`src/rtl/sa_skew_feeder.sv`:
```
// Input staging for the systolic PE array.
// Takes one weight vector and one activation vector per accepted beat and skews them
// diagonally: lane n of either operand reaches the array n cycles after lane 0. The
// control FSM sizes each stream from k_len, lets the skew chains drain with zeros once the
// last beat is in, and then pulses done for one cycle.
module sa_skew_feeder #(
  parameter int unsigned ROWS    = 8,
  parameter int unsigned COLS    = 8,
  parameter int unsigned INWIDTH = 8,
  parameter int unsigned CNTW    = 16
) (
  input  logic                           clk,
  input  logic                           rst,
  input  logic                           start,
  input  logic [CNTW-1:0]                k_len,
  input  logic                           in_valid,
  output logic                           in_ready,
  input  logic [COLS-1:0][INWIDTH-1:0]   in_w,
  input  logic [ROWS-1:0][INWIDTH-1:0]   in_a,
  output logic [COLS-1:0][INWIDTH-1:0]   out_w,
  output logic [ROWS-1:0][INWIDTH-1:0]   out_a,
  output logic                           fire,
  output logic                           busy,
  output logic                           done
);

  // The deepest lane needs D extra cycles to empty after the last beat is loaded.
  localparam int unsigned D = ((ROWS > COLS) ? ROWS : COLS) - 1;

  typedef enum logic [1:0] {
    StIdle,
    StFeed,
    StFlush,
    StDone
  } state_e;

  state_e          state_q, state_d;
  logic [CNTW-1:0] beat_cnt_q, beat_cnt_d;
  logic [CNTW-1:0] flush_cnt_q, flush_cnt_d;
  logic            fire_q;
  logic            accept;
  logic            last_beat;
  logic            flush_last;

  // in_ready is decoded from registered state only, so accept never loops back to in_ready.
  assign accept     = in_valid & in_ready;
  assign last_beat  = (beat_cnt_q == CNTW'(1));
  assign flush_last = (flush_cnt_q == CNTW'(D));

  // State and counter registers.
  always_ff @(posedge clk) begin
    if (rst) begin
      state_q     <= StIdle;
      beat_cnt_q  <= '0;
      flush_cnt_q <= '0;
    end else begin
      state_q     <= state_d;
      beat_cnt_q  <= beat_cnt_d;
      flush_cnt_q <= flush_cnt_d;
    end
  end

  // Next-state and counter update.
  always_comb begin
    state_d     = state_q;
    beat_cnt_d  = beat_cnt_q;
    flush_cnt_d = flush_cnt_q;
    unique case (state_q)
      StIdle: begin
        if (start) begin
          if (k_len != '0) begin
            beat_cnt_d = k_len;
            state_d    = StFeed;
          end else begin
            // Empty stream: nothing to feed or flush, report completion straight away.
            state_d = StDone;
          end
        end
      end
      StFeed: begin
        if (accept) begin
          beat_cnt_d = beat_cnt_q - CNTW'(1);
          if (last_beat) begin
            state_d     = StFlush;
            flush_cnt_d = '0;
          end
        end
      end
      StFlush: begin
        // D+1 flush cycles: the last lane emits the final element in the last of them.
        if (flush_last) begin
          state_d = StDone;
        end else begin
          flush_cnt_d = flush_cnt_q + CNTW'(1);
        end
      end
      StDone: begin
        state_d = StIdle;
      end
      default: begin
        state_d = StIdle;
      end
    endcase
  end

  // Handshake and status outputs decoded from the current state.
  always_comb begin
    in_ready = 1'b0;
    busy     = 1'b0;
    done     = 1'b0;
    unique case (state_q)
      StIdle: begin
        busy = 1'b0;
      end
      StFeed: begin
        in_ready = 1'b1;
        busy     = 1'b1;
      end
      StFlush: begin
        busy = 1'b1;
      end
      StDone: begin
        busy = 1'b1;
        done = 1'b1;
      end
      default: begin
        busy = 1'b0;
      end
    endcase
  end

  // Fire tracks the head of lane 0, so it is high exactly when lane 0 holds a real beat.
  always_ff @(posedge clk) begin
    if (rst) begin
      fire_q <= 1'b0;
    end else begin
      fire_q <= accept;
    end
  end

  assign fire = fire_q;

  // Weight lanes: column j gets a chain of j+1 registers.
  for (genvar j = 0; j < int'(COLS); j++) begin : g_w_lane
    logic [INWIDTH-1:0] head;
    logic [INWIDTH-1:0] chain_q [j+1];

    // Non-accepted cycles inject zeros so bubbles stay aligned and multiply to nothing.
    assign head = accept ? in_w[j] : '0;

    // Shift the lane one stage per cycle.
    always_ff @(posedge clk) begin
      for (int k = 0; k <= j; k++) begin
        if (rst) begin
          chain_q[k] <= '0;
        end else if (k == 0) begin
          chain_q[k] <= head;
        end else begin
          chain_q[k] <= chain_q[(k >= 1) ? k - 1 : 0];
        end
      end
    end

    assign out_w[j] = chain_q[j];
  end

  // Activation lanes: row i gets a chain of i+1 registers.
  for (genvar i = 0; i < int'(ROWS); i++) begin : g_a_lane
    logic [INWIDTH-1:0] head;
    logic [INWIDTH-1:0] chain_q [i+1];

    assign head = accept ? in_a[i] : '0;

    // Shift the lane one stage per cycle.
    always_ff @(posedge clk) begin
      for (int k = 0; k <= i; k++) begin
        if (rst) begin
          chain_q[k] <= '0;
        end else if (k == 0) begin
          chain_q[k] <= head;
        end else begin
          chain_q[k] <= chain_q[(k >= 1) ? k - 1 : 0];
        end
      end
    end

    assign out_a[i] = chain_q[i];
  end

endmodule

```
`config.mk`:
```
export PLATFORM = sky130hd
export DESIGN_NAME = sa_skew_feeder
export DESIGN_NICKNAME = d
export VERILOG_FILES = /design/src/rtl/sa_skew_feeder.sv
export SDC_FILE = /design/constraint.sdc
export NUM_CORES = 1
export LEC_CHECK = 0
export ABC_AREA = 1
export BUFFER_PORTS_ARGS = -buffer_cell sky130_fd_sc_hd__buf_2
export CORE_MARGIN = 2
export CORE_UTILIZATION = 25
export CTS_CLUSTER_DIAMETER = 30
export CTS_CLUSTER_SIZE = 12
export DETAILED_ROUTE_END_ITERATION = 7
export PLACE_DENSITY = 0.39
export SETUP_SLACK_MARGIN = 0.15
export SYNTH_ARGS = -nofsm -noshare
export SYNTH_HDL_FRONTEND = slang
export SYNTH_SLANG_ARGS = --single-unit
```
`constraint.sdc`:
```
create_clock -name clk -period 3.85 [get_ports clk]
set_input_delay 0.385 -clock clk [delete_from_list [all_inputs] [get_ports clk]]
set_output_delay 0.385 -clock clk [all_outputs]
set_load 0.005 [all_outputs]
```
==> impl_results.md <==
* Worst-Margin Slew at 1.00 ns
* Synth top area share at 0.651
* Reg area at 0.0122 mm^2
* GRT Total Usage at 0.108
* Setup crit end kind: flip-flop
* Routed WL at 40500 um
* Cell type with the largest total area after synthesis: dfxtp_1
* Port buffer count at 279
* Pleak at 12.3 nW
* Hold Fails Final Rpt at 0
* Sequential power share at 0.319
* Via-per-instance ratio at 3.58
* Crit path launch type: flip-flop
* Post-synth ARST share at 0
* PD cells at ~760 mW/mm^2
* Pre-Repair DR Iteration Count at 5
* Initial Util at 0.253
* Max IR drop VDD at 334 uV
* Maximum number of pins on one net before global-route repair at 209
* Unrepaired setup endpoints after global routing: false
* Clock slew at reported path FFs at approximately 0.04 ns
* Mean area per synthesized cell at 8.35 um^2
* GP Congestion at 0.778
* Hold slack at 0.0563 ns
* Combinational power share at 0.066
* Placed cells at 3403
* Post-route setup TNS at 0 ns
* Number of DRC markers in iteration 0 at 540
* Synthesized area at 0.0188 mm^2
* GRT overflow at 0
* CP Cell Sequence: inv_1 > ha_1 > inv_2 > nand2_1 > a21oi_1 > nand2_1 > inv_1 > o21ai_0 > nor2_1
* DRC Markers at 0
* Wirelength per Cell at 10.6 um
* Arrival @ worst endpoint at 3.41 ns
* Vias at 13600
* Ports at 280
* CTS tree: yes
* Clk pwr share at 0.615
* Post-CTS Setup Bufs at 0
* H-tree level count at 4
* Total Nets Final at 2869
* Dpl cell area at 0.0210 mm^2
* # setup viols final at 0
* Filler cell count in the final layout at 7542
* Dpl ws at 0.914 ns
* Die Wd at 278 um
* Crit Path Class: flip-flop to flip-flop
* Yosys reg bits at 611
* CTS Hold Bufs at 129
* Vias in the first global route at 14100
* Clk_lat worst skew at around 0.7 ns
* Synth top area cells: dfxtp_1 65%, nor2_1 14%, inv_1 12%
* Post-Synthesis Cells at 2251
* Final WS setup at 0.990 ns
* Post-synth EDFFs at 0
* Sink Count at between 600 and 700
* Routed Antenna Nets at 0
* Distinct cells, synth at 26
* Pint at between 15 and 20 mW
* Core area at 0.0744 mm^2
* Critical path's slowest cell: ha_1
* Multi-input logic area at 0.00372 mm^2
* Synth warnings at 0
* Initial antenna violation count at 5
* Max-cap viol count at 0
* Fraction of layout cells with a size suffix above 1 at 0.193
* Cts repair resizes at 0
* Max-Slew Margin vs Limit at 0.334
* Clk_skew at around 0.019 ns
* Fmax achieved at about 350 MHz
* Row Count at 100
* Required @ worst endpoint at 4.40 ns
* Mapped Nets at approximately 2400
* Main synth FF type: dfxtp_1
* Total CTS buffers at 148
* Register area share after synthesis at 0.651
* Die Y at 278 um
* Switching power at 4.75 mW
* Net switching share of the total power at 0.226
* Final Max Tran Viols at 0
* Crit-path max cell delay at 0.70 ns
* Final HPWL DP at 25100 um
* Crit Path Max Fanout at 22
* Post-synth top cells: 678 x nor2_1, 620 x inv_1, 611 x dfxtp_1, 120 x nand2_1, 50 x clkbuf_1
* Hold Crit Class: input pin to flip-flop
* Final worst path period need at 2.86 ns
* Layout area overhead at 46.6%
* Period Utilization, post-route at 0.743
* Die area at about 0.077 mm^2
* Most frequent cell after synthesis: nor2_1
* Post-route cell area at ~0.028 mm^2
* First-pass GRT wire length at 67900 um
* Max clock buf depth at 3
* Status: finished clean
* Post-route insts no fill at 3807
* CTS root buffer: clkbuf_16
-- path summary, 6_finish.rpt --
kind                                                start  slack, ns                        end  cells past startpoint
worst max-delay path                           state_q[1]       0.99             beat_cnt_q[13]                      9
worst min register to register  g_a_lane[4].chain_q[3][7]       0.39  g_a_lane[4].chain_q[4][7]                      2
worst max register to register                 state_q[1]       0.99             beat_cnt_q[13]                      9
worst min-delay path                                  rst       0.06  g_w_lane[4].chain_q[4][7]                      2
-- cell families (layout without fill, tap and decap cells) --
group / after synthesis / count (layout) / share of synthesized area
flip-flops: 611 / 611 / 0.651
AO/OA/AOI/OAI: 49 / 49 / 0.0133
adder cells (fa/ha/maj): 8 / 8 / 0.00532
XOR/XNOR: 6 / 6 / 0.00280
buffers and inverters: 722 / 1304 / 0.151
AND/OR/NAND/NOR: 855 / 855 / 0.177
other: 0 / 5 / 0
-- per-stage QoR --
step,total power [mW],util
final,21.0,0.370
after global routing,22.0,0.370
after floorplan,7.73,-
after global placement,8.13,0.282
after detailed placement,8.14,0.282
after CTS,21.4,0.370
-- final cells by class --
type,count,area share
antenna,5,0.000454
clock buffer,190,0.150
clock inverter,80,0.0424
inverter,621,0.0847
multi-input combinational,918,0.135
sequential,611,0.444
tap,969,0.0440
timing repair buffer,413,0.0997
-- cells in the final DEF, fill, tap and decap left out, types with 2 or more instances in the layout --
cell type / n
a21oi_1: 21
buf_2: 278
buf_4: 4
bufinv_16: 25
clkbuf_1: 18
clkbuf_16: 151
clkbuf_8: 21
clkinv_2: 25
clkinv_4: 3
clkinv_8: 4
clkinvlp_4: 9
dfxtp_1: 611
diode_2: 5
dlygate4sd3_1: 129
ha_1: 8
inv_1: 619
inv_6: 13
nand2_1: 120
nand2_4: 2
nand3_1: 40
nand4_1: 5
nor2_1: 678
nor2_2: 3
nor3_1: 3
o21ai_0: 26
o21bai_1: 2
xnor2_1: 2
xor2_1: 4
-- worst max-delay path: cells and delay by family, from the launching register on --
kind | cells | cell delay [ns]
and+or+nand+nor | 3 | 0.50
DFF | 1 | 0.33
buffers and inverters | 3 | 0.85
adders and majority gates | 1 | 0.70
AOI/OAI and AO/OA | 2 | 0.34
-- layer usage --
| metal | track usage | part of all wire | wire length [um] | vias to the layer above |
|---|---|---|---|---|
| met1 | 0.124 | 0.45 | 18200 | 5962 |
| li1 | - | - | - | 7221 |
| met5 | 0 | 0 | 0 | - |
| met2 | 0.172 | 0.45 | 18200 | 322 |
| met3 | 0.0396 | 0.067 | 2710 | 119 |
| met4 | 0.0649 | 0.036 | 1450 | 0 |
-- flip-flops by register name, indices dropped and copies added (netlist names) --
name / flops
fire: 1
flush_cnt_q: 16
g_a_lane.chain_q: 288
g_w_lane.chain_q: 288
beat_cnt_q: 16
state_q: 2
-- power groups by stage --
| stage | clock network (mW) | registers, mW | logic [mW] |
|---|---|---|---|
| after floorplan | 0 | 6.79 | 0.945 |
| after global routing | 13.6 | 6.73 | 1.62 |
| after global placement | 0 | 6.82 | 1.31 |
| after detailed placement | 0 | 6.82 | 1.31 |
| after CTS | 13.3 | 6.71 | 1.42 |
| final | 12.9 | 6.71 | 1.39 |
(Power assumes the default switching activity.)
